File: src/rtl/minhash_pkg.sv
// Shared definitions for the MinHash sketch controller: default sizes,
// controller state encoding, the empty-slot sentinel and a slot record.
package minhash_pkg;

  localparam int SIGNATURE_WIDTH_DEF = 32;
  localparam int INDEX_WIDTH_DEF     = 10;
  localparam int NUM_COMPARATORS_DEF = 8;
  localparam int LOG_COMPARATORS_DEF = 3;

  typedef enum logic [1:0] {
    ST_ACCEPT  = 2'd0,
    ST_SETTLE  = 2'd1,
    ST_READOUT = 2'd2,
    ST_CLEAR   = 2'd3
  } state_t;

  // An empty slot holds an all-ones signature, which no real beat can displace into.
  localparam logic [SIGNATURE_WIDTH_DEF-1:0] SENTINEL_SIG = '1;

  typedef struct packed {
    logic [SIGNATURE_WIDTH_DEF-1:0] sig;
    logic [INDEX_WIDTH_DEF-1:0]     idx;
  } slot_t;

endpackage

File: src/rtl/minhash_topk_store.sv
// Bottom-k store: NUM_COMPARATORS (signature, index) slots plus a
// combinational max-finder. A beat replaces the current maximum slot
// (lowest slot number on ties) when its signature is strictly smaller.
module minhash_topk_store
  import minhash_pkg::*;
#(
  parameter int SIGNATURE_WIDTH = SIGNATURE_WIDTH_DEF,
  parameter int INDEX_WIDTH     = INDEX_WIDTH_DEF,
  parameter int NUM_COMPARATORS = NUM_COMPARATORS_DEF,
  parameter int LOG_COMPARATORS = LOG_COMPARATORS_DEF
) (
  input  logic                       clk,
  input  logic                       rst,
  input  logic                       i_ins_valid,
  input  logic [SIGNATURE_WIDTH-1:0] i_ins_sig,
  input  logic [INDEX_WIDTH-1:0]     i_ins_idx,
  input  logic                       i_clear,
  input  logic [LOG_COMPARATORS-1:0] i_rd_slot,
  output logic [SIGNATURE_WIDTH-1:0] o_rd_sig,
  output logic [INDEX_WIDTH-1:0]     o_rd_idx
);

  logic [SIGNATURE_WIDTH-1:0] r_sig [NUM_COMPARATORS];
  logic [INDEX_WIDTH-1:0]     r_idx [NUM_COMPARATORS];

  logic [SIGNATURE_WIDTH-1:0] w_max_sig;
  logic [LOG_COMPARATORS-1:0] w_max_slot;
  logic                       w_do_insert;

  // Find the largest stored signature from live contents; strict '>' keeps the lowest slot on ties.
  always_comb begin
    w_max_sig  = r_sig[0];
    w_max_slot = '0;
    for (int i = 1; i < NUM_COMPARATORS; i++) begin
      if (r_sig[i] > w_max_sig) begin
        w_max_sig  = r_sig[i];
        w_max_slot = LOG_COMPARATORS'(i);
      end
    end
  end

  // An all-ones beat can never be strictly below the maximum, so it is never stored.
  assign w_do_insert = i_ins_valid && (i_ins_sig < w_max_sig);

  // Slot storage: sentinel on reset/clear, otherwise overwrite the max slot on insert.
  always_ff @(posedge clk or posedge rst) begin
    if (rst) begin
      for (int i = 0; i < NUM_COMPARATORS; i++) begin
        r_sig[i] <= '1;
        r_idx[i] <= '0;
      end
    end else if (i_clear) begin
      for (int i = 0; i < NUM_COMPARATORS; i++) begin
        r_sig[i] <= '1;
        r_idx[i] <= '0;
      end
    end else if (w_do_insert) begin
      r_sig[w_max_slot] <= i_ins_sig;
      r_idx[w_max_slot] <= i_ins_idx;
    end
  end

  assign o_rd_sig = r_sig[i_rd_slot];
  assign o_rd_idx = r_idx[i_rd_slot];

endmodule

File: src/rtl/minhash_sketch_ctrl.sv
// MinHash sketch controller: accepts a stream of k-mer (signature, index)
// beats, keeps the NUM_COMPARATORS smallest signatures, then reads the
// sketch out slot by slot and clears the store for the next sequence.
//
// Handshake: a beat moves on a port in any cycle where valid && ready are
// both high at the rising edge. in_ready is high only in ACCEPT; out_valid
// is high only in READOUT, and out_* hold steady until out_ready accepts.
module minhash_sketch_ctrl
  import minhash_pkg::*;
#(
  parameter int SIGNATURE_WIDTH = SIGNATURE_WIDTH_DEF,
  parameter int INDEX_WIDTH     = INDEX_WIDTH_DEF,
  parameter int NUM_COMPARATORS = NUM_COMPARATORS_DEF,
  parameter int LOG_COMPARATORS = LOG_COMPARATORS_DEF
) (
  input  logic                       clk,
  input  logic                       rst,
  input  logic                       in_valid,
  output logic                       in_ready,
  input  logic [SIGNATURE_WIDTH-1:0] in_signature,
  input  logic [INDEX_WIDTH-1:0]     in_index,
  input  logic                       in_last,
  output logic                       out_valid,
  input  logic                       out_ready,
  output logic [SIGNATURE_WIDTH-1:0] out_signature,
  output logic [INDEX_WIDTH-1:0]     out_index,
  output logic [LOG_COMPARATORS-1:0] out_slot,
  output logic                       out_last,
  output logic [15:0]                sketch_count,
  output logic [1:0]                 dbg_state
);

  state_t                     r_state;
  logic                       r_in_ready;
  logic                       r_out_valid;
  logic [LOG_COMPARATORS-1:0] r_slot;
  logic [15:0]                r_count;

  logic                       r_ins_valid;
  logic [SIGNATURE_WIDTH-1:0] r_ins_sig;
  logic [INDEX_WIDTH-1:0]     r_ins_idx;

  logic                       w_in_fire;
  logic                       w_out_fire;
  logic                       w_last_slot;
  logic [SIGNATURE_WIDTH-1:0] w_rd_sig;
  logic [INDEX_WIDTH-1:0]     w_rd_idx;

  assign w_in_fire   = in_valid && r_in_ready;
  assign w_out_fire  = r_out_valid && out_ready;
  assign w_last_slot = (r_slot == LOG_COMPARATORS'(NUM_COMPARATORS - 1));

  // Insert register: captures each accepted beat so the store applies it one edge later.
  always_ff @(posedge clk or posedge rst) begin
    if (rst) begin
      r_ins_valid <= 1'b0;
      r_ins_sig   <= '0;
      r_ins_idx   <= '0;
    end else begin
      r_ins_valid <= w_in_fire;
      if (w_in_fire) begin
        r_ins_sig <= in_signature;
        r_ins_idx <= in_index;
      end
    end
  end

  minhash_topk_store #(
    .SIGNATURE_WIDTH (SIGNATURE_WIDTH),
    .INDEX_WIDTH     (INDEX_WIDTH),
    .NUM_COMPARATORS (NUM_COMPARATORS),
    .LOG_COMPARATORS (LOG_COMPARATORS)
  ) u_store (
    .clk         (clk),
    .rst         (rst),
    .i_ins_valid (r_ins_valid),
    .i_ins_sig   (r_ins_sig),
    .i_ins_idx   (r_ins_idx),
    .i_clear     (r_state == ST_CLEAR),
    .i_rd_slot   (r_slot),
    .o_rd_sig    (w_rd_sig),
    .o_rd_idx    (w_rd_idx)
  );

  // Control FSM: SETTLE gives the last buffered beat one edge to land before readout starts.
  always_ff @(posedge clk or posedge rst) begin
    if (rst) begin
      r_state     <= ST_ACCEPT;
      r_in_ready  <= 1'b1;
      r_out_valid <= 1'b0;
      r_slot      <= '0;
      r_count     <= '0;
    end else begin
      case (r_state)
        ST_ACCEPT: begin
          if (w_in_fire && in_last) begin
            r_state    <= ST_SETTLE;
            r_in_ready <= 1'b0;
          end
        end
        ST_SETTLE: begin
          r_state     <= ST_READOUT;
          r_out_valid <= 1'b1;
        end
        ST_READOUT: begin
          if (w_out_fire) begin
            if (w_last_slot) begin
              r_state     <= ST_CLEAR;
              r_out_valid <= 1'b0;
              r_slot      <= '0;
              r_count     <= r_count + 16'd1;
            end else begin
              r_slot <= r_slot + LOG_COMPARATORS'(1);
            end
          end
        end
        ST_CLEAR: begin
          r_state    <= ST_ACCEPT;
          r_in_ready <= 1'b1;
        end
        default: begin
          r_state     <= ST_ACCEPT;
          r_in_ready  <= 1'b1;
          r_out_valid <= 1'b0;
          r_slot      <= '0;
        end
      endcase
    end
  end

  // Readout data comes straight from the store and is zero whenever no beat is offered.
  assign in_ready      = r_in_ready;
  assign out_valid     = r_out_valid;
  assign out_last      = r_out_valid && w_last_slot;
  assign out_slot      = r_slot;
  assign out_signature = r_out_valid ? w_rd_sig : '0;
  assign out_index     = r_out_valid ? w_rd_idx : '0;
  assign sketch_count  = r_count;
  assign dbg_state     = r_state;

endmodule

File: config.mk
export PLATFORM = sky130hd
export DESIGN_NAME = minhash_sketch_ctrl
export DESIGN_NICKNAME = d
export VERILOG_FILES = /design/src/rtl/minhash_pkg.sv /design/src/rtl/minhash_topk_store.sv /design/src/rtl/minhash_sketch_ctrl.sv
export SDC_FILE = /design/constraint.sdc
export NUM_CORES = 1
export LEC_CHECK = 0
export ABC_AREA = 1
export CAP_MARGIN = 5
export CELL_PAD_IN_SITES_DETAIL_PLACEMENT = 1
export CELL_PAD_IN_SITES_GLOBAL_PLACEMENT = 1
export CORE_MARGIN = 2
export CORE_UTILIZATION = 35
export DETAILED_ROUTE_END_ITERATION = 8
export PLACE_DENSITY = 0.65
export SLEW_MARGIN = 10
export SYNTH_ARGS = -nofsm -noshare
export SYNTH_HDL_FRONTEND = slang
export SYNTH_SLANG_ARGS = --single-unit
File: constraint.sdc
create_clock -name clk -period 37.2 [get_ports clk]
set_input_delay 5.58 -clock clk [delete_from_list [all_inputs] [get_ports clk]]
set_output_delay 5.58 -clock clk [all_outputs]
set_load 0.005 [all_outputs]
## Word-level counts from Yosys, hierarchy flattened

Cells that the tools add are included.
Widths: inputs -> output; s select.

- Flip-flop bits (word level): 402
- Output and inout bits: 66
- Logic and storage cells: 103

- Add/sub/neg operators: 2
- $lt $le $gt $ge: 11
- Equality and inequality tests: 7
- Multiplexer cells: 42
- Bitwise gates (word level): 2
- Reductions and logical operators: 15

Operator list:

| operator | number |
|---|---|
| $mux 256 | 2 |
| $mux 32 | 11 |
| $bwmux 256 | 1 |
| $gt 32x32->1 | 7 |
| $mux 80 | 2 |
| $bmux 32 s3 | 1 |
| $demux 32 s3 | 1 |
| $bwmux 80 | 1 |
| $mux 10 | 4 |
| $lt 32x32->1 | 1 |
| $bmux 10 s3 | 1 |
| $demux 10 s3 | 1 |
| $add 16x1->16 const B | 1 |
| $mux 3 | 5 |
| $mux 2 | 5 |
| $reduce_and 3->1 | 3 |
| $ge 4x4->1 const B | 2 |
| $not 3->4 | 2 |
| $pmux 2 s4 | 1 |
| $logic_and 1x1->1 | 6 |
| $ne 2x2->1 const B | 3 |
| $reduce_bool 2->1 | 3 |
| $eq 2x2->1 const B | 2 |
| $lt 4x1->1 const B | 1 |
| 7 further kinds | 12 |

## Logic depth before layout (Yosys ltp)

- Depth in word-level cells: 22
- Mapped depth: 125
- Depth with buffers taken out: 113

## Hierarchy

From an unflattened synthesis, not the netlist that was laid out.

- Cell total of the unflattened synthesis: 4168
- Area, all modules: 29386.9 um^2

By module, submodules not included:

| module | times used | cells each | area an instance (um^2) | seq. area each (um^2) |
|---|---|---|---|---|
| minhash_topk_store | 1 | 3735 | 26106.3 | 8728.4 |
| minhash_sketch_ctrl | 1 | 433 | 3280.6 | 1652.8 |

## Worst setup path after synthesis

No wires, ideal clock.

- Path kind: flip-flop to flip-flop
- From: register u_store.r_sig[247] (netlist bit)
- To: register u_store.r_sig[128] (netlist bit)
- Data arrival time: 14.730 ns
- Slack: 22.410 ns
- Stages on the path, launching flop included: 104
- Buffers on the path: 15
- Cell sequence: dfstp_2 > inv_1 > ha_1 > nand2_1 > nor2_1 > nand4_1 > nor2_2 > nand4_2 > nand2_2 > buf_1 > nand2_1 > o21ai_0 > ha_1 > nand2_1 > inv_1 > nand3_1 > a31oi_1 > a2111oi_0 > (+68 left out) > o211ai_1 > nand2_1 > clkbuf_1 > buf_1 > nand2_1 > o21ai_0 > ha_1 > a21oi_1 > nor2_1 > a211oi_1 > o221a_2 > o211a_1 > buf_2 > nand3_4 > nand2_2 > buf_2 > nand2_1 > nand2_1

- Cells in the longest elaborated chain, start to end: 22

RTL lines:

| what | RTL line | RTL |
|---|---|---|
| start, declared | minhash_topk_store.sv:23 | `logic [SIGNATURE_WIDTH-1:0] r_sig [NUM_COMPARATORS];` |
| start signal, assigned by index | minhash_topk_store.sv:58 | `r_sig[w_max_slot] <= i_ins_sig;` |
| $gt 32x32->1 | minhash_topk_store.sv:35 | `if (r_sig[i] > w_max_sig) begin` |
| $mux 32 | minhash_topk_store.sv:35 |  |
| $gt 32x32->1 | minhash_topk_store.sv:35 |  |
| $mux 32 | minhash_topk_store.sv:35 |  |
| $gt 32x32->1 | minhash_topk_store.sv:35 |  |
| $mux 32 | minhash_topk_store.sv:35 |  |
| $gt 32x32->1 | minhash_topk_store.sv:35 |  |
| $mux 32 | minhash_topk_store.sv:35 |  |
| (+6 left out) | - |  |
| $not 3->4 (not written as such) | minhash_topk_store.sv:58 |  |
| $ge 4x4->1 (not written as such) or $lt 4x1->1 (tied branches) | minhash_topk_store.sv:58 |  |
| $logic_and 1x1->1 (not written as such) | minhash_topk_store.sv:58 |  |
| $mux 32 (not written as such) | minhash_topk_store.sv:58 |  |
| $demux 32 s3 | minhash_topk_store.sv:58 |  |
| $bwmux 256 | minhash_topk_store.sv:58 |  |
| $mux 256 | minhash_topk_store.sv:57 | `end else if (w_do_insert) begin` |
| $mux 256 | minhash_topk_store.sv:52 | `end else if (i_clear) begin` |

Parallel ways exist; a longest one is shown, timed or not. The select of a mux whose other input is x is not followed.
A chain may end at the register's enable or synchronous reset.

## Final worst setup path

- From: register u_store.r_sig[251] (netlist bit)
- To: register u_store.r_sig[235] (netlist bit)

Same word-level chain as after synthesis.

==> results.txt <==
- Avg Inst Size Synth: between 7 and 8 um2
- Core utilization of the finished layout: about two fifths
- The via count of the first global-routing pass is 28.8k.
* Max-slew violation total from the final report: 0
- For this design, the slowest cell found on the critical path is sky130_fd_sc_hd__a2111oi_0.
- Data arrives at the worst endpoint at ~23 ns.
* Iteration-0 DRC Markers: 1659
- The longest clock path from root to sink contains 3 buffers.
- The biggest area contributor in the post-synthesis netlist is sky130_fd_sc_hd__dfstp_2.
* Gr ovfl total: 0
* Critical register-to-register path startpoint: u_store.r_sig[251]
* Resized cells post-CTS: 0
* Fill cell instance count of the final layout: 10.2k
- Detail Route Antenna Nets: 0
- Die extent in x: a little under 300 um
- Clock tree from TritonCTS: done
- Net count reported at finish: approximately 4.2k
- The number of different library cells used by synthesis comes to between 40 and 50.
- Required time reported for the critical path endpoint: 37.74 ns
- Syn_nets: between 4k and 5k
* Met1 track utilization from global routing: a little under a third
* FF+latch count, synth: 402
- Final wirelength: between 100000 and 150000 um
* Clock root buffer master: sky130_fd_sc_hd__clkbuf_16
- Synthesis produced a netlist whose cell count is between 4k and 5k.
* DRC Markers: 0
- Met2 layer usage reported by global route: about 47%
* Worst setup path startpoint: u_store.r_sig[251]
- In this run the post-CTS setup repair buffer count came out at 0.
- Most frequent cell on the critical path: sky130_fd_sc_hd__nand2_1
- 0 antenna diodes ended up in the layout.
- Met3 track utilization from global routing: under 10%
- For this run, the slowest stage of the critical path takes approximately 1.1 ns.
- The flow ran to the end, and the final reports show no timing, DRC or antenna violations.
* Share of the clock period used by the worst path: 59.5%
- Entering global routing, the biggest net connects 160 pins.
- For the finished layout, the period the worst path requires is between 20 and 25 ns.
- First-pass GRT wire length: roughly 170000 um
- Worst hold start: sketch_count[15]
* GRT Total Usage: 25.9%
* Number of hold-repair buffers added at the cts stage: 0
- Most heavily used metal layer in global routing: met2
- Area of the die: roughly 84000 um2
- Achievable Freq: between 0.04 and 0.05 GHz
- Total clock buffers created by CTS: 53
* Crit Path Category: reg -> reg
- Detailed-router iteration count before antenna repair: 5
- Setup violations remaining at the end of the flow were counted as 0.
- Fin Setup TNS: 0 ns
* Most frequently used flop master after synthesis: sky130_fd_sc_hd__dfstp_2
- Clock skew on the completed layout was measured at between 0.02 and 0.025 ns.
- Setup repair after global routing left no endpoint under its margin.
- Of all nets on the critical path, the largest fanout is 66.
- In this run the tightest slew margin relative to its limit is roughly 5.6%.
- Yosys top cell area share: between 20% and 30%
- Type of the tightest min-delay check: reg -> reg
* Sequential area share after synthesis: between 30% and 40%
- Routed len/inst: between 20 and 25 um
- Pin placement for this block handled 113 I/O pins.
- The region available for standard cell placement spans 81700 um2.
- Ranked by total cell area, the synthesized netlist is headed by sky130_fd_sc_hd__dfstp_2 (23%), sky130_fd_sc_hd__nand2_1 (15%), sky130_fd_sc_hd__dfrtp_1 (13%).
- Effective utilization at floorplan: 35.2%
- Vias/cell: 5.55
- Category of the worst setup path capture point: register
- IO Port Bufs: about 110
- Number of antenna violations at the first check in global routing: 0
- The number of cells on the worst reg-to-reg path is just over 80.
- Clock-pin slew was measured on the worst setup and hold paths at around 0.060 ns.
- In this run, synthesis inferred 0 flip-flops with an integrated enable.
* Clk sinks: roughly 400
* Die extent in y: around 290 um
- The routed layout has 28.0k vias.
* Warnings, synthesis: 0
- The congestion estimate from routability-driven global placement came to just under 0.9.
- Clock latency on the worst-skew pair, taken at its later pin, is 0.62 ns.
* Netlist area before placement: 28800 um2
* Share of flip-flops with an asynchronous set or reset: 100%
- Startpoint type of the worst setup path: register
- DPL Wire Length: about 78000 um
- Final hold viol count: 0
- Worst hold path depth: 1
- The H-tree was split into 2 levels.
- Number of max-cap violations: 0
- In the final layout, the share of cells above drive strength 1 is a little over a tenth.
- Row generation in the floorplan step produced approximately 110 rows.
- At the pin with the least slew margin, the transition time is 1.38 ns.
- Area growth from synthesis to final layout: 11.7%
## Yosys cell counts, drive strengths merged, types with 2 or more instances
cell,instances
nand2,1179
o21ai,706
nand3,418
ha,258
dfstp,257
nor2,253
clkbuf,192
inv,187
dfrtp,145
a21oi,130
buf,79
a31oi,50
o22ai,40
nand4,35
a211oi,16
nor3,14
xor2,9
a2111oi,8
nor4,6
o221ai,6
a21o,5
o21bai,5
xnor2,4
o221a,3
and2,2
## critical path, delay by kind of cell, from the launching register on
kind,cells,cell delay (ns)
AO/OA/AOI/OAI,26,7.31
adder cells (fa/ha/maj),8,2.69
buffers and inverters,10,2.67
flip-flops,1,0.53
AND/OR/NAND/NOR,39,8.69
## state kept, by name (all words and copies together), names as in the netlist
register       count
out_slot           3
in_ready           1
out_valid          1
sketch_count      16
r_ins_valid        1
dbg_state          2
r_ins_sig         32
u_store.r_idx     80
r_ins_idx         10
u_store.r_sig    256
## worst paths after layout
check,end,slack (ns)
max,u_store.r_sig[235],15.05
min,sketch_count[15],0.48
max reg2reg,u_store.r_sig[235],15.05
min reg2reg,sketch_count[15],0.48
max in group asynchronous,u_store.r_sig[229],29.45
min in group asynchronous,r_ins_idx[8],5.50
## through the flow
stage | instance area [um2] | cells | hold slack, ns | worst slack (ns)
finish | 32100 | 5054 | 0.478 | 15.05
global route | 32100 | 5054 | 0.502 | 12.85
CTS | 32100 | 5054 | 0.482 | 15.45
detailed placement | 30300 | 4954 | 0.466 | 15.59
global placement | 30300 | 4954 | 0.462 | 16.08
floorplan | 28800 | 4016 | 0.463 | 20.86
## layer usage
metal / vias to the layer above / share of wire [%]
li1: 13443 / -
met1: 13930 / 43
met4: 0 / 3.8
met2: 477 / 51
met5: - / 0
met3: 196 / 2.9
## cell usage in the layout, fill, tap and decap left out, drive strengths merged, types with 2 or more instances in the layout
| master | instances |
|---|---|
| bufinv | 5 |
| buf | 27 |
| o21ai | 706 |
| nand2 | 1179 |
| o221ai | 6 |
| nor3 | 14 |
| dfstp | 257 |
| dfrtp | 145 |
| nand3 | 418 |
| ha | 258 |
| inv | 188 |
| nor2 | 253 |
| clkdlybuf4s50 | 112 |
| clkinv | 13 |
| xnor2 | 4 |
| o221a | 3 |
| nor4 | 6 |
| and2 | 2 |
| xor2 | 9 |
| a21oi | 130 |
| a211oi | 16 |
| a31oi | 50 |
| nand4 | 35 |
| clkbuf | 82 |
| o21bai | 5 |
| o22ai | 40 |
| a2111oi | 8 |
| a21o | 5 |
## final cells by class
class                           count  area, um2  area share [%]
Multi-Input combinational cell   3155      16500            51.4
Sequential cell                   402      10400            32.3
Clock buffer                       82       1600            4.97
Tap cell                         1070       1340            4.17
Timing Repair Buffer              139       1340            4.16
Inverter                          188        726            2.26
Clock inverter                     18        219           0.681
## cells by family after synthesis
kind of cell,synth area share [%]
buf+inv,6.46
compound gates,17.9
simple gates,27.9
fa+ha+maj,11.2
xor+xnor,0.396
flops,36.1
Power is not shown: default switching activity piles up to over one toggle a cycle in this logic, so the estimate is an artifact.
